--- src/rtl/bsg_cgol_job_arb_if.sv ---
// Requester/engine handshake bundle for the cgol job arbiter.
// master drives the requester and engine inputs; slave is the arbiter.
interface bsg_cgol_job_arb_if #(
    parameter int unsigned num_req_p         = 4,
    parameter int unsigned max_game_length_p = 1024
);
    localparam int unsigned W = ($clog2(max_game_length_p + 1) > 1) ? $clog2(max_game_length_p + 1) : 1;

    logic [num_req_p-1:0]   req_v_i;
    logic [num_req_p*W-1:0] req_frames_i;
    logic [num_req_p-1:0]   req_ready_o;
    logic [num_req_p-1:0]   res_v_o;
    logic [num_req_p-1:0]   res_yumi_i;
    logic                   eng_v_o;
    logic [W-1:0]           eng_frames_o;
    logic                   eng_ready_i;
    logic                   eng_v_i;
    logic                   eng_yumi_o;

    modport master (
        output req_v_i, req_frames_i, res_yumi_i, eng_ready_i, eng_v_i,
        input  req_ready_o, res_v_o, eng_v_o, eng_frames_o, eng_yumi_o
    );

    modport slave (
        input  req_v_i, req_frames_i, res_yumi_i, eng_ready_i, eng_v_i,
        output req_ready_o, res_v_o, eng_v_o, eng_frames_o, eng_yumi_o
    );
endinterface

--- src/rtl/bsg_cgol_job_arb.sv ---
// Round-robin arbiter sharing one cgol engine among num_req_p job requesters.
// Zero-frame jobs bypass the engine and return a result directly.
module bsg_cgol_job_arb #(
    parameter int unsigned num_req_p         = 4,
    parameter int unsigned max_game_length_p = 1024
) (
    input  logic                   clk_i,
    input  logic                   reset_i,
    bsg_cgol_job_arb_if.slave      bus,
    output logic [((num_req_p > 1) ? $clog2(num_req_p) : 1)-1:0] owner_o,
    output logic                   busy_o,
    output logic [15:0]            done_count_o
);
    localparam int unsigned W = ($clog2(max_game_length_p + 1) > 1) ? $clog2(max_game_length_p + 1) : 1;
    localparam int unsigned I = (num_req_p > 1) ? $clog2(num_req_p) : 1;

    localparam logic [1:0] ST_IDLE   = 2'd0;
    localparam logic [1:0] ST_ISSUE  = 2'd1;
    localparam logic [1:0] ST_BUSY   = 2'd2;
    localparam logic [1:0] ST_RETURN = 2'd3;

    logic [1:0]   r_state;
    logic [1:0]   w_state_nxt;
    logic [I-1:0] r_owner;
    logic [I-1:0] r_rr_ptr;
    logic [W-1:0] r_frames;
    logic         r_used;
    logic [15:0]  r_done_count;

    logic         w_gnt_found;
    logic [I-1:0] w_gnt_idx;
    logic [I:0]   w_sum;
    logic [I-1:0] w_idx;
    logic [W-1:0] w_frames_sel;
    logic [W-1:0] w_frames_clamp;
    logic         w_hs;
    logic         w_ret_done;
    logic [I-1:0] w_rr_nxt;

    // First valid requester at or after rr_ptr, wrapping; lowest offset wins.
    always_comb begin
        w_gnt_found = 1'b0;
        w_gnt_idx   = '0;
        w_sum       = '0;
        w_idx       = '0;
        for (int i = num_req_p - 1; i >= 0; i--) begin
            w_sum = {1'b0, r_rr_ptr} + (I+1)'(i);
            if (w_sum >= (I+1)'(num_req_p))
                w_idx = I'(w_sum - (I+1)'(num_req_p));
            else
                w_idx = I'(w_sum);
            if (bus.req_v_i[w_idx]) begin
                w_gnt_found = 1'b1;
                w_gnt_idx   = w_idx;
            end
        end
    end

    assign w_frames_sel   = bus.req_frames_i[w_gnt_idx*W +: W];
    assign w_frames_clamp = (w_frames_sel > W'(max_game_length_p)) ? W'(max_game_length_p) : w_frames_sel;
    assign w_hs           = (r_state == ST_IDLE) && w_gnt_found;
    assign w_ret_done     = (r_state == ST_RETURN) && bus.res_yumi_i[r_owner];
    assign w_rr_nxt       = (r_owner == I'(num_req_p - 1)) ? '0 : r_owner + I'(1);

    always_ff @(posedge clk_i or posedge reset_i) begin
        if (reset_i) r_state <= ST_IDLE;
        else         r_state <= w_state_nxt;
    end

    // Next-state and handshake outputs.
    always_comb begin
        w_state_nxt     = r_state;
        bus.req_ready_o = '0;
        bus.res_v_o     = '0;
        bus.eng_v_o     = 1'b0;
        bus.eng_yumi_o  = 1'b0;
        case (r_state)
            ST_IDLE: begin
                if (w_gnt_found) begin
                    bus.req_ready_o = num_req_p'(1) << w_gnt_idx;
                    w_state_nxt     = (w_frames_clamp != '0) ? ST_ISSUE : ST_RETURN;
                end
            end
            ST_ISSUE: begin
                bus.eng_v_o = 1'b1;
                if (bus.eng_ready_i) w_state_nxt = ST_BUSY;
            end
            ST_BUSY: begin
                if (bus.eng_v_i) w_state_nxt = ST_RETURN;
            end
            ST_RETURN: begin
                bus.res_v_o = num_req_p'(1) << r_owner;
                if (w_ret_done) begin
                    bus.eng_yumi_o = r_used;
                    w_state_nxt    = ST_IDLE;
                end
            end
            default: w_state_nxt = ST_IDLE;
        endcase
    end

    // Job context and completion bookkeeping.
    always_ff @(posedge clk_i or posedge reset_i) begin
        if (reset_i) begin
            r_owner      <= '0;
            r_rr_ptr     <= '0;
            r_frames     <= '0;
            r_used       <= 1'b0;
            r_done_count <= '0;
        end else begin
            if (w_hs) begin
                r_owner  <= w_gnt_idx;
                r_frames <= w_frames_clamp;
                r_used   <= (w_frames_clamp != '0);
            end
            if (w_ret_done) begin
                r_rr_ptr     <= w_rr_nxt;
                r_done_count <= r_done_count + 16'd1;
            end
        end
    end

    assign bus.eng_frames_o = r_frames;
    assign owner_o          = r_owner;
    assign busy_o           = (r_state != ST_IDLE);
    assign done_count_o     = r_done_count;
endmodule

--- src/flat_wrapper.sv ---
// flat-port wrapper written by rule: the top's interface ports become plain ports
module bsg_cgol_job_arb_flat 
#(
    parameter int unsigned num_req_p         = 4,
    parameter int unsigned max_game_length_p = 1024
)
  (clk_i, reset_i, owner_o, busy_o, done_count_o, bus_req_v_i, bus_req_frames_i, bus_res_yumi_i, bus_eng_ready_i, bus_eng_v_i, bus_req_ready_o, bus_res_v_o, bus_eng_v_o, bus_eng_frames_o, bus_eng_yumi_o);
  bsg_cgol_job_arb_if #(.num_req_p(num_req_p), .max_game_length_p(max_game_length_p)) bus_i ();
  input  logic clk_i;
  input  logic reset_i;
  output logic [((num_req_p > 1) ? $clog2(num_req_p) : 1)-1:0] owner_o;
  output logic busy_o;
  output logic [15:0] done_count_o;
  input wire logic [$bits(bus_i.req_v_i)-1:0] bus_req_v_i;
  input wire logic [$bits(bus_i.req_frames_i)-1:0] bus_req_frames_i;
  input wire logic [$bits(bus_i.res_yumi_i)-1:0] bus_res_yumi_i;
  input wire logic [$bits(bus_i.eng_ready_i)-1:0] bus_eng_ready_i;
  input wire logic [$bits(bus_i.eng_v_i)-1:0] bus_eng_v_i;
  output wire logic [$bits(bus_i.req_ready_o)-1:0] bus_req_ready_o;
  output wire logic [$bits(bus_i.res_v_o)-1:0] bus_res_v_o;
  output wire logic [$bits(bus_i.eng_v_o)-1:0] bus_eng_v_o;
  output wire logic [$bits(bus_i.eng_frames_o)-1:0] bus_eng_frames_o;
  output wire logic [$bits(bus_i.eng_yumi_o)-1:0] bus_eng_yumi_o;
  assign bus_i.req_v_i = bus_req_v_i;
  assign bus_i.req_frames_i = bus_req_frames_i;
  assign bus_i.res_yumi_i = bus_res_yumi_i;
  assign bus_i.eng_ready_i = bus_eng_ready_i;
  assign bus_i.eng_v_i = bus_eng_v_i;
  assign bus_req_ready_o = bus_i.req_ready_o;
  assign bus_res_v_o = bus_i.res_v_o;
  assign bus_eng_v_o = bus_i.eng_v_o;
  assign bus_eng_frames_o = bus_i.eng_frames_o;
  assign bus_eng_yumi_o = bus_i.eng_yumi_o;
  bsg_cgol_job_arb #(.num_req_p(num_req_p), .max_game_length_p(max_game_length_p)) u_core (.clk_i(clk_i), .reset_i(reset_i), .bus(bus_i), .owner_o(owner_o), .busy_o(busy_o), .done_count_o(done_count_o));
endmodule
--- config.mk ---
export PLATFORM = sky130hd
export DESIGN_NAME = bsg_cgol_job_arb_flat
export DESIGN_NICKNAME = d
export VERILOG_FILES = /design/src/rtl/bsg_cgol_job_arb_if.sv /design/src/rtl/bsg_cgol_job_arb.sv /design/src/flat_wrapper.sv
export SDC_FILE = /design/constraint.sdc
export NUM_CORES = 1
export LEC_CHECK = 0
export BUFFER_PORTS_ARGS = -buffer_cell sky130_fd_sc_hd__buf_2
export CAP_MARGIN = 0
export CELL_PAD_IN_SITES_DETAIL_PLACEMENT = 2
export CELL_PAD_IN_SITES_GLOBAL_PLACEMENT = 2
export CORE_MARGIN = 1
export CORE_UTILIZATION = 28
export DETAILED_ROUTE_END_ITERATION = 7
export PLACE_DENSITY_LB_ADDON = 0.1
export SKIP_CTS_REPAIR_TIMING = 1
export SYNTH_ARGS = -nofsm -noshare
export SYNTH_HDL_FRONTEND = slang
export SYNTH_SLANG_ARGS = --single-unit
--- constraint.sdc ---
create_clock -name clk_i -period 7.75 [get_ports clk_i]
set_input_delay 1.1625 -clock clk_i [delete_from_list [all_inputs] [get_ports clk_i]]
set_output_delay 1.1625 -clock clk_i [all_outputs]
set_load 0.05 [all_outputs]
==> results of run 1 <==
-- routing by layer --
layer / vias to the layer above / part of all wire [%] / GRT usage, %
met5: - / 0 / 0
met3: 8 / 5.0 / 3.05
met4: 0 / 1.6 / 5.05
met2: 66 / 47 / 28.7
met1: 1027 / 46 / 23.7
li1: 1040 / - / -
-- through the flow --
stage | std cells | setup slack (ps) | util (%)
floorplan | 245 | 3300 | -
global placement | 430 | 3670 | 36.8
detailed placement | 430 | 3620 | 36.8
CTS | 437 | 3620 | 38.4
global route | 437 | 3490 | 38.4
finish | 437 | 3640 | 38.4
-- report_power, final --
part	switching (uW)	internal, uW
Clock	64.1	103
Combinational	413	174
Sequential	46.8	224
Total	524	501
-- cells in the final DEF (no fill, tap or decap), drive strengths merged, types with 9 or more instances in the layout --
| cell type | instances |
|---|---|
| buf | 98 |
| o21ai | 14 |
| and3 | 18 |
| ha | 9 |
| nor2 | 10 |
| nand2 | 53 |
| a211oi | 11 |
| dfrtp | 34 |
| xnor2 | 11 |
| inv | 9 |
-- registers in the layout (all words and copies together) (netlist names) --
| register | cells |
|---|---|
| u_core.owner_o | 2 |
| u_core.r_rr_ptr | 2 |
| u_core.bus.eng_frames_o | 11 |
| u_core.r_used | 1 |
| u_core.done_count_o | 16 |
| u_core.r_state | 2 |
-- kinds of logic after synthesis --
kind of cell             after synthesis  share of synthesized area, %
XOR/XNOR                              15                          6.14
AND/OR/NAND/NOR                      115                          27.4
buffers and inverters                 21                          4.45
adder cells (fa/ha/maj)                9                          5.27
flip-flops                            34                          39.8
multiplexers                           1                          1.05
AO/OA/AOI/OAI                         50                          15.9
-- path summary, 6_finish.rpt --
path	end	slack, ps	cells past startpoint
setup / recovery	bus_req_ready_o[2]	3640	6
setup reg to reg	u_core.r_used	4800	7
min in group asynchronous	u_core.done_count_o[10]	970	3
hold reg to reg	u_core.bus.eng_frames_o[10]	480	2
hold / removal	u_core.bus.eng_frames_o[10]	480	2
max in group asynchronous	u_core.r_state[1]	6460	3
-- tightest hold or removal path, cell delays in order (launching register included) --
cell     delay (ps)
dfrtp_1         340
nand2_1          50
o21ai_0          60
-- final cells by class --
type | count | area, um2 | area share [%]
Timing Repair Buffer | 98 | 498 | 17.7
Multi-Input combinational cell | 190 | 1190 | 42.4
Clock inverter | 1 | 30.0 | 1.07
Tap cell | 99 | 124 | 4.41
Inverter | 9 | 33.8 | 1.20
Sequential cell | 34 | 851 | 30.3
Clock buffer | 6 | 82.6 | 2.94
==> metrics, run 1 <==
outcome finished clean; Max Slew Vio Count 0; most instantiated library cell after synthesis nand2_1; Worst Setup End Kind output pin; final hold vios 0; DR WL/cell 15.2 um; cell repeated most along the worst path buf_2; critical path cell sequence buf_2 -> nor2b_1 -> or4b_4 -> nand2_1 -> nor3_1 -> buf_2; synthesized area 0.00214 mm2; # rows 31; Initial DRC Count 67; Crit-path slowest cell or4b_4; hold crit path type register to register; hpwl dp 5.27 mm; post-synth net total 310; overall power 1030 uW; CORE AREA 0.00733 mm2; Worst IR Drop VDD 104 uV; Pwr Density 365 mW/mm2; min Tclk post-route 4110 ps; RSZ-0062 raised after global routing no; clock tree buffer depth 2; Slew headroom 53.1%; global route overflow 0; largest net degree at the start of global routing 35; GRT Util Overall 17.5%; Die Wd 89.4 um; Hold Startpoint u_core.bus.eng_frames_o[10]; post-synth top area share 39.8%; CP top delay family simple AND/OR/NAND/NOR gates; clk sink count 34; final wirelength 6.64 mm; IO Port Bufs 95; Critical Path Start Type primary input; # setup viols final 0; Highest Clock Rate 243 MHz; drt drc 0; Worst Setup SP bus_req_v_i[2]; initial antenna violation count 0; crit path DAT 2950 ps; RR Startpoint u_core.r_rr_ptr[0]; Final Cell Area 0.00281 mm2; Yosys top cell by area dfrtp_1; CTS Root Cell clkbuf_8; Post-synth EDFFs 0; RePlAce Congestion 0.807; top post-synthesis cells by count nand2_1 (53), dfrtp_1 (34), and3_1 (18); Mapped Avg Cell Area 8.73 um2; CP max stage delay 630 ps; Synth Flop Type dfrtp_1; share of cells above drive strength 1 34.0%; DRT antenna net count 0; # diodes 0; Post-DP Area 0.00270 mm2; TritonCTS clock tree yes; via count 2141; Seq/Total Area, Yosys 39.8%; Filler cells 850; Netlist cell types 45; clock latency on the worst-skew pair 280 ps; buffer and inverter count on the worst path 2; Area growth syn-to-layout 31.5%; max-cap violation count 0; Num CTS Buffers 5; crit-path max FO 22; Period Utilization, post-route 53.1%; Ports 96; # nets final 403; setup TNS 0 ps; Die H 89.4 um; worst-margin pin slew 701 ps; vias in the first global route 2197; Vias/cell 4.90; number of synthesized register bits 34; router iterations before antenna repair 2; Initial Utilization 29.2%; H-tree Lvls 2; first-pass GRT wire length 10.7 mm; Setup CP Type primary input to output pin; Pleak 0.00146 uW; Reg clk slew, reported paths 70 ps; WHS 480 ps; Async SR Flop Fraction 100%; top post-synthesis cells by area dfrtp_1 (40%), nand2_1 (9.3%), and3_1 (5.3%), ha_1 (5.3%), xnor2_1 (4.5%); WP data required 6590 ps; Syn Inst Count 245; Clock Skew 4.33 ps; Ys Warns 0; die area 0.00799 mm2
Note: power is estimated with default switching activity, not from simulation.
==> run 2, diff against run 1 <==
--- a/config.mk
+++ b/config.mk
@@ -5,12 +5,13 @@
 export SDC_FILE = /design/constraint.sdc
 export NUM_CORES = 1
 export LEC_CHECK = 0
+export ABC_AREA = 1
 export BUFFER_PORTS_ARGS = -buffer_cell sky130_fd_sc_hd__buf_2
 export CAP_MARGIN = 0
 export CELL_PAD_IN_SITES_DETAIL_PLACEMENT = 2
 export CELL_PAD_IN_SITES_GLOBAL_PLACEMENT = 2
 export CORE_MARGIN = 1
-export CORE_UTILIZATION = 28
+export CORE_UTILIZATION = 23
 export DETAILED_ROUTE_END_ITERATION = 7
 export PLACE_DENSITY_LB_ADDON = 0.1
 export SKIP_CTS_REPAIR_TIMING = 1
==> constraint.sdc (replaced) <==
create_clock -name clk_i -period 3.7 [get_ports clk_i]
set_input_delay 0.555 -clock clk_i [delete_from_list [all_inputs] [get_ports clk_i]]
set_output_delay 0.555 -clock clk_i [all_outputs]
set_load 0.05 [all_outputs]
==> run 2 against run 1 <==
Against the previous run: clock power increased by 75%; via count increased by 14%; non-clock buffer count unchanged; critical path depth increased by 3; sequential share of layout area decreased by 2.1 points; highest routed layer unchanged; combinational power increased to 3.8 times the previous value; area after synthesis increased by 9.6%; die area increased by 33%; design area increased by 7.6%; largest power group unchanged; sequential power increased by 120%.
==> metrics, run 2 <==
outcome finished clean (unchanged); clock latency on the worst-skew pair 290 ps (was 280 ps); Seq/Total Area, Yosys 36.3% (was 39.8%); leading cell type in the layout, fill and taps excluded nand2_1 (was buf_2); hpwl dp 6.34 mm (was 5.27 mm); GRT Util Overall 15.1% (was 17.5%); Setup CP Type register to output pin (was primary input to output pin); final wirelength 7.65 mm (was 6.64 mm); RePlAce Congestion 0.796 (was 0.807); WP data required 3140 ps (was 6590 ps); IO Port Bufs 95 (unchanged); post-synth net total 391 (was 310); worst-margin pin slew 872 ps (was 701 ps); synthesized area 0.00234 mm2 (was 0.00214 mm2); Ys Warns 0 (unchanged); top post-synthesis cells by count nand2_1 (107), dfrtp_1 (34), inv_1 (33) (was nand2_1 (53), dfrtp_1 (34), and3_1 (18)); post-synth top area share 36.3% (was 39.8%); Worst IR Drop VDD 594 uV (was 104 uV); Synth Flop Type dfrtp_1 (unchanged); via count 2450 (was 2141); RSZ-0062 raised after global routing no (unchanged); Mapped Avg Cell Area 7.19 um2 (was 8.73 um2); Clock Skew 9.45 ps (was 4.33 ps); Async SR Flop Fraction 100% (unchanged); most frequent cells in the layout nand2_1 (107), buf_2 (95), dfrtp_1 (34) (was buf_2 (95), nand2_1 (53), dfrtp_1 (34)); global route overflow 0 (unchanged); max-cap violation count 0 (unchanged); Vias/cell 4.41 (was 4.90); Critical Path Start Type register (was primary input); Yosys top cell by area dfrtp_1 (unchanged); largest net degree at the start of global routing 27 (was 35); # setup viols final 0 (unchanged); most instantiated library cell after synthesis nand2_1 (unchanged); final hold vios 0 (unchanged); setup TNS 0 ps (unchanged); Post-synth EDFFs 0 (unchanged); WHS 445 ps (was 480 ps); DRT antenna net count 0 (unchanged); Die H 103 um (was 89.4 um); # nets final 486 (was 403); TritonCTS clock tree yes (unchanged); vias in the first global route 2611 (was 2197); Syn Inst Count 326 (was 245); # diodes 0 (unchanged); Initial DRC Count 38 (was 67); clock tree buffer depth 2 (unchanged); hold crit path type primary input to asynchronous set/reset pin (was register to register); Reg clk slew, reported paths 80 ps (was 70 ps); # rows 36 (was 31); CORE AREA 0.00982 mm2 (was 0.00733 mm2); Num CTS Buffers 5 (unchanged); share of cells above drive strength 1 30.1% (was 34.0%); crit-path max FO 26 (was 22); number of synthesized register bits 34 (unchanged); Initial Utilization 23.9% (was 29.2%); drt drc 0 (unchanged); crit path DAT 2570 ps (was 2950 ps); reg2reg path depth 15 (was 7); Period Utilization, post-route 84.4%; Highest Clock Rate 320 MHz; clk sink count 34 (unchanged); Worst Setup End Kind output pin (unchanged); Max Slew Vio Count 0 (unchanged); Area growth syn-to-layout 29.1% (was 31.5%); Slew headroom 41.8% (was 53.1%); CTS Root Cell clkbuf_8 (unchanged); Ports 96 (unchanged); Pwr Density 1030 mW/mm2 (was 365 mW/mm2); Die Wd 103 um (was 89.4 um); H-tree Lvls 2 (unchanged); Netlist cell types 29 (was 45); top post-synthesis cells by area dfrtp_1 (36%), nand2_1 (17%), nand3_1 (6.8%), inv_1 (5.3%), ha_1 (4.8%) (was dfrtp_1 (40%), nand2_1 (9.3%), and3_1 (5.3%), ha_1 (5.3%), xnor2_1 (4.5%)); max reg flops 16 (unchanged); initial antenna violation count 0 (unchanged); min Tclk post-route 3120 ps; Filler cells 1254 (was 850); Pleak 0.00174 uW (was 0.00146 uW); router iterations before antenna repair 4 (was 2); die area 0.0106 mm2 (was 0.00799 mm2); DR WL/cell 13.8 um (was 15.2 um); first-pass GRT wire length 12.4 mm (was 10.7 mm)
run 2: cell count changes after synthesis, sizes merged, moves of 5 or more:
| cell | before | now |
|---|---|---|
| nor2 | 10 | 23 |
| nand3 | 1 | 36 |
| nand4 | 4 | 14 |
| xnor2 | 11 | 4 |
| clkbuf | 9 | 2 |
| and2 | 7 | 0 |
| buf | 3 | 8 |
| xor2 | 4 | 11 |
| and3 | 18 | 0 |
| inv | 9 | 38 |
| nand2 | 53 | 116 |
| a211oi | 11 | 0 |
| nor3 | 4 | 10 |
run 2: critical path, cell delays in order (launching register included):
cell	delay, ps
dfrtp_1	550
nand2_1	140
nand3_2	130
nand2_1	120
inv_2	80
nand3_2	240
nand2_4	350
inv_1	160
nor3_1	190
buf_2	310
run 2: metal layers:
layer  share of wire [%]  track usage [%]  routed length [um]
met3                 3.9             2.17                 298
met1                  49             20.2                3760
met2                  46             25.5                3520
met5                   0                0                   0
met4                0.94             3.90                  72
run 2: where the power goes:
| group | switching, uW | internal, uW |
|---|---|---|
| sequential | 113 | 494 |
| combinational | 1650 | 574 |
| clock | 143 | 150 |
run 2: area by class of cell:
cell class | instances | area (um2) | area share, %
clock buffers | 6 | 82.6 | 2.73
clock inverters | 2 | 12.5 | 0.414
multi-input cells | 244 | 1270 | 42.0
repair buffers | 98 | 498 | 16.5
inverters | 38 | 145 | 4.80
well taps | 133 | 166 | 5.50
flip-flops and latches | 34 | 851 | 28.1
run 2: final timing paths:
kind | from | to | slack (ps)
worst max-delay path | u_core.r_rr_ptr[0] | bus_req_ready_o[1] | 580
worst min-delay path | reset_i | u_core.done_count_o[5] | 440
worst max register to register | u_core.r_rr_ptr[0] | u_core.r_used | 700
worst min register to register | u_core.done_count_o[15] | u_core.done_count_o[15] | 480
max in group asynchronous | reset_i | u_core.bus.eng_frames_o[5] | 2540
min in group clk_i | u_core.done_count_o[15] | u_core.done_count_o[15] | 480
run 2: through the flow:
step | total power, uW | instances | setup WS [ps] | cell area [um2] | util [%]
after floorplan | 2380 | 326 | 638 | 2340 | -
after global placement | 2840 | 547 | 677 | 2930 | 29.8
after detailed placement | 2900 | 547 | 517 | 2930 | 29.8
after CTS | 3200 | 555 | 503 | 3030 | 30.8
after global routing | 3450 | 555 | 249 | 3030 | 30.8
final | 3120 | 555 | 579 | 3030 | 30.8
run 2: kinds of logic (layout without fill, tap and decap cells):
group,after synthesis,count (layout),synth area share (%)
AOI/OAI and AO/OA,18,18,4.59
xor gates and xnor gates,15,15,5.61
adders and majority gates,9,9,4.81
buffers and inverters,48,144,9.50
DFF,34,34,36.3
and+or+nand+nor,202,202,39.2
==> run 3, diff against run 2 <==
--- a/config.mk
+++ b/config.mk
@@ -5,13 +5,13 @@
 export SDC_FILE = /design/constraint.sdc
 export NUM_CORES = 1
 export LEC_CHECK = 0
-export ABC_AREA = 1
+export ABC_AREA = 0
 export BUFFER_PORTS_ARGS = -buffer_cell sky130_fd_sc_hd__buf_2
 export CAP_MARGIN = 0
 export CELL_PAD_IN_SITES_DETAIL_PLACEMENT = 2
 export CELL_PAD_IN_SITES_GLOBAL_PLACEMENT = 2
 export CORE_MARGIN = 1
-export CORE_UTILIZATION = 23
+export CORE_UTILIZATION = 26
 export DETAILED_ROUTE_END_ITERATION = 7
 export PLACE_DENSITY_LB_ADDON = 0.1
 export SKIP_CTS_REPAIR_TIMING = 1
==> constraint.sdc (replaced) <==
create_clock -name clk_i -period 3.2 [get_ports clk_i]
set_input_delay 0.48 -clock clk_i [delete_from_list [all_inputs] [get_ports clk_i]]
set_output_delay 0.48 -clock clk_i [all_outputs]
set_load 0.05 [all_outputs]
==> run 3 against run 2 <==
Against the previous run: global-route usage increased by 2.1 points; first-iteration DRC count decreased by 32%; cell count decreased by 20%; highest routed layer unchanged.
==> metrics, run 3 (synthesized netlist as in run 1, its figures left out) <==
outcome finished clean (unchanged); critical path cell sequence nor2b_1 -> or4b_4 -> nand2_1 -> buf_4 -> nor3_1 -> buf_2 (was nand2_1 -> nand3_2 -> nand2_1 -> inv_2 -> nand3_2 -> nand2_4 -> inv_1 -> nor3_1 -> buf_2); # setup viols final 0 (unchanged); # diodes 0 (unchanged); max reg flops 16 (unchanged); worst-margin pin slew 655 ps (was 872 ps); most frequent cells in the layout buf_2 (95), nand2_1 (53), dfrtp_1 (34) (was nand2_1 (107), buf_2 (95), dfrtp_1 (34)); crit-path max FO 16 (was 26); H-tree Lvls 2 (unchanged); Net Sw Power 1290 uW (was 1900 uW); part of the power in combinational logic 58.6% (was 71.2%); Ports 96 (unchanged); multi-input logic area 0.00119 mm2 (was 0.00127 mm2); Post-DP Area 0.00273 mm2 (was 0.00293 mm2); global route overflow 0 (unchanged); CTS Root Cell clkbuf_8 (unchanged); vias in the first global route 2311 (was 2611); DRT antenna net count 0 (unchanged); Highest Clock Rate 354 MHz; # rows 32 (was 36); WHS 279 ps (was 445 ps); Worst Setup End Kind output pin (unchanged); Clock Skew 3.80 ps (was 9.45 ps); clock share of power 14.8% (was 9.4%); final hold vios 0 (unchanged); Period Utilization, post-route 88.4%; Area growth syn-to-layout 32.9% (was 29.1%); WP data required 2720 ps (was 3140 ps); Reg area 851 um2 (unchanged); register share of total power 26.6% (was 19.5%); RSZ-0062 raised after global routing no (unchanged); Die H 92.7 um (was 103 um); setup TNS 0 ps (unchanged); DR WL/cell 15.6 um (was 13.8 um); final wirelength 6.95 mm (was 7.65 mm); min Tclk post-route 2830 ps; # nets final 407 (was 486); crit path DAT 2350 ps (was 2570 ps); max-cap violation count 0 (unchanged); Reg clk slew, reported paths 70 ps (was 80 ps); router iterations before antenna repair 4 (unchanged); clock latency on the worst-skew pair 280 ps (was 290 ps); die area 0.00859 mm2 (was 0.0106 mm2); setup slack at placement 141 ps (was 517 ps); buffer and inverter count on the worst path 2 (was 3); via count 2159 (was 2450); Slew headroom 56.3% (was 41.8%); Filler cells 955 (was 1254); CORE AREA 0.00785 mm2 (was 0.00982 mm2); clock tree buffer depth 2 (unchanged); first-pass GRT wire length 11.7 mm (was 12.4 mm); Net Sw Frac 51.7% (was 61.0%); CP top delay family simple AND/OR/NAND/NOR gates (unchanged); Initial Utilization 27.2% (was 23.9%); Num CTS Buffers 5 (unchanged); RePlAce Congestion 0.720 (was 0.796); Pleak 0.00148 uW (was 0.00174 uW); Pwr Density 879 mW/mm2 (was 1030 mW/mm2); Critical Path Start Type register (unchanged); CP max stage delay 640 ps (was 550 ps); Pint 1210 uW (was 1220 uW); Setup CP Type register to output pin (unchanged); hpwl dp 5.65 mm (was 6.34 mm); TritonCTS clock tree yes (unchanged); clk sink count 34 (unchanged); Die Wd 92.7 um (was 103 um); drt drc 0 (unchanged); leading cell type in the layout, fill and taps excluded buf_2 (was nand2_1); initial antenna violation count 0 (unchanged); Initial DRC Count 26 (was 38); Max Slew Vio Count 0 (unchanged); Crit-path slowest cell or4b_4 (was dfrtp_1); Final Cell Area 0.00284 mm2 (was 0.00303 mm2); GRT Util Overall 17.2% (was 15.1%); IO Port Bufs 95 (unchanged); Worst IR Drop VDD 231 uV (was 594 uV); share of cells above drive strength 1 35.0% (was 30.1%); largest net degree at the start of global routing 19 (was 27); hold crit path type primary input to asynchronous set/reset pin (unchanged); Vias/cell 4.85 (was 4.41); setup ws final 373 ps (was 579 ps); overall power 2500 uW (was 3120 uW)
## run 3: through the flow
step	utilization [%]	instances
2_1_floorplan	-	245
3_3_place_gp	34.8	437
3_5_place_dp	34.8	437
4_1_cts	36.2	445
5_1_grt	36.2	445
6_report	36.2	445
## run 3: power groups by stage
stage	sequential, uW	clock, uW	combinational, uW
global placement	669	0	1450
finish	664	371	1460
floorplan	935	0	801
detailed placement	673	0	1480
global route	687	403	1620
CTS	667	389	1490
## run 3: final cells by class
type	count	area share, %
clock buffer	8	3.87
inverter	9	1.19
multi-input combinational	190	41.9
sequential	34	29.9
tap	102	4.49
timing repair buffer	102	18.6
## run 3: worst paths after layout
| check | end | cells past startpoint | from | slack (ps) |
|---|---|---|---|---|
| max in group asynchronous | u_core.bus.eng_frames_o[4] | 3 | reset_i | 2210 |
| setup reg to reg | u_core.r_used | 6 | u_core.r_rr_ptr[1] | 440 |
| hold reg to reg | u_core.done_count_o[15] | 1 | u_core.done_count_o[15] | 470 |
| min in group clk_i | u_core.done_count_o[15] | 1 | u_core.done_count_o[15] | 470 |
| hold / removal | u_core.done_count_o[13] | 2 | reset_i | 280 |
| setup / recovery | bus_req_ready_o[0] | 6 | u_core.r_rr_ptr[0] | 370 |
## run 3: routing by layer
layer / GRT usage (%) / share of wire, % / up-vias
met2: 30.2 / 49 / 62
li1: - / - / 1052
met4: 4.23 / 0.55 / 0
met5: 0 / 0 / -
met3: 3.28 / 5.2 / 4
met1: 21.8 / 45 / 1041
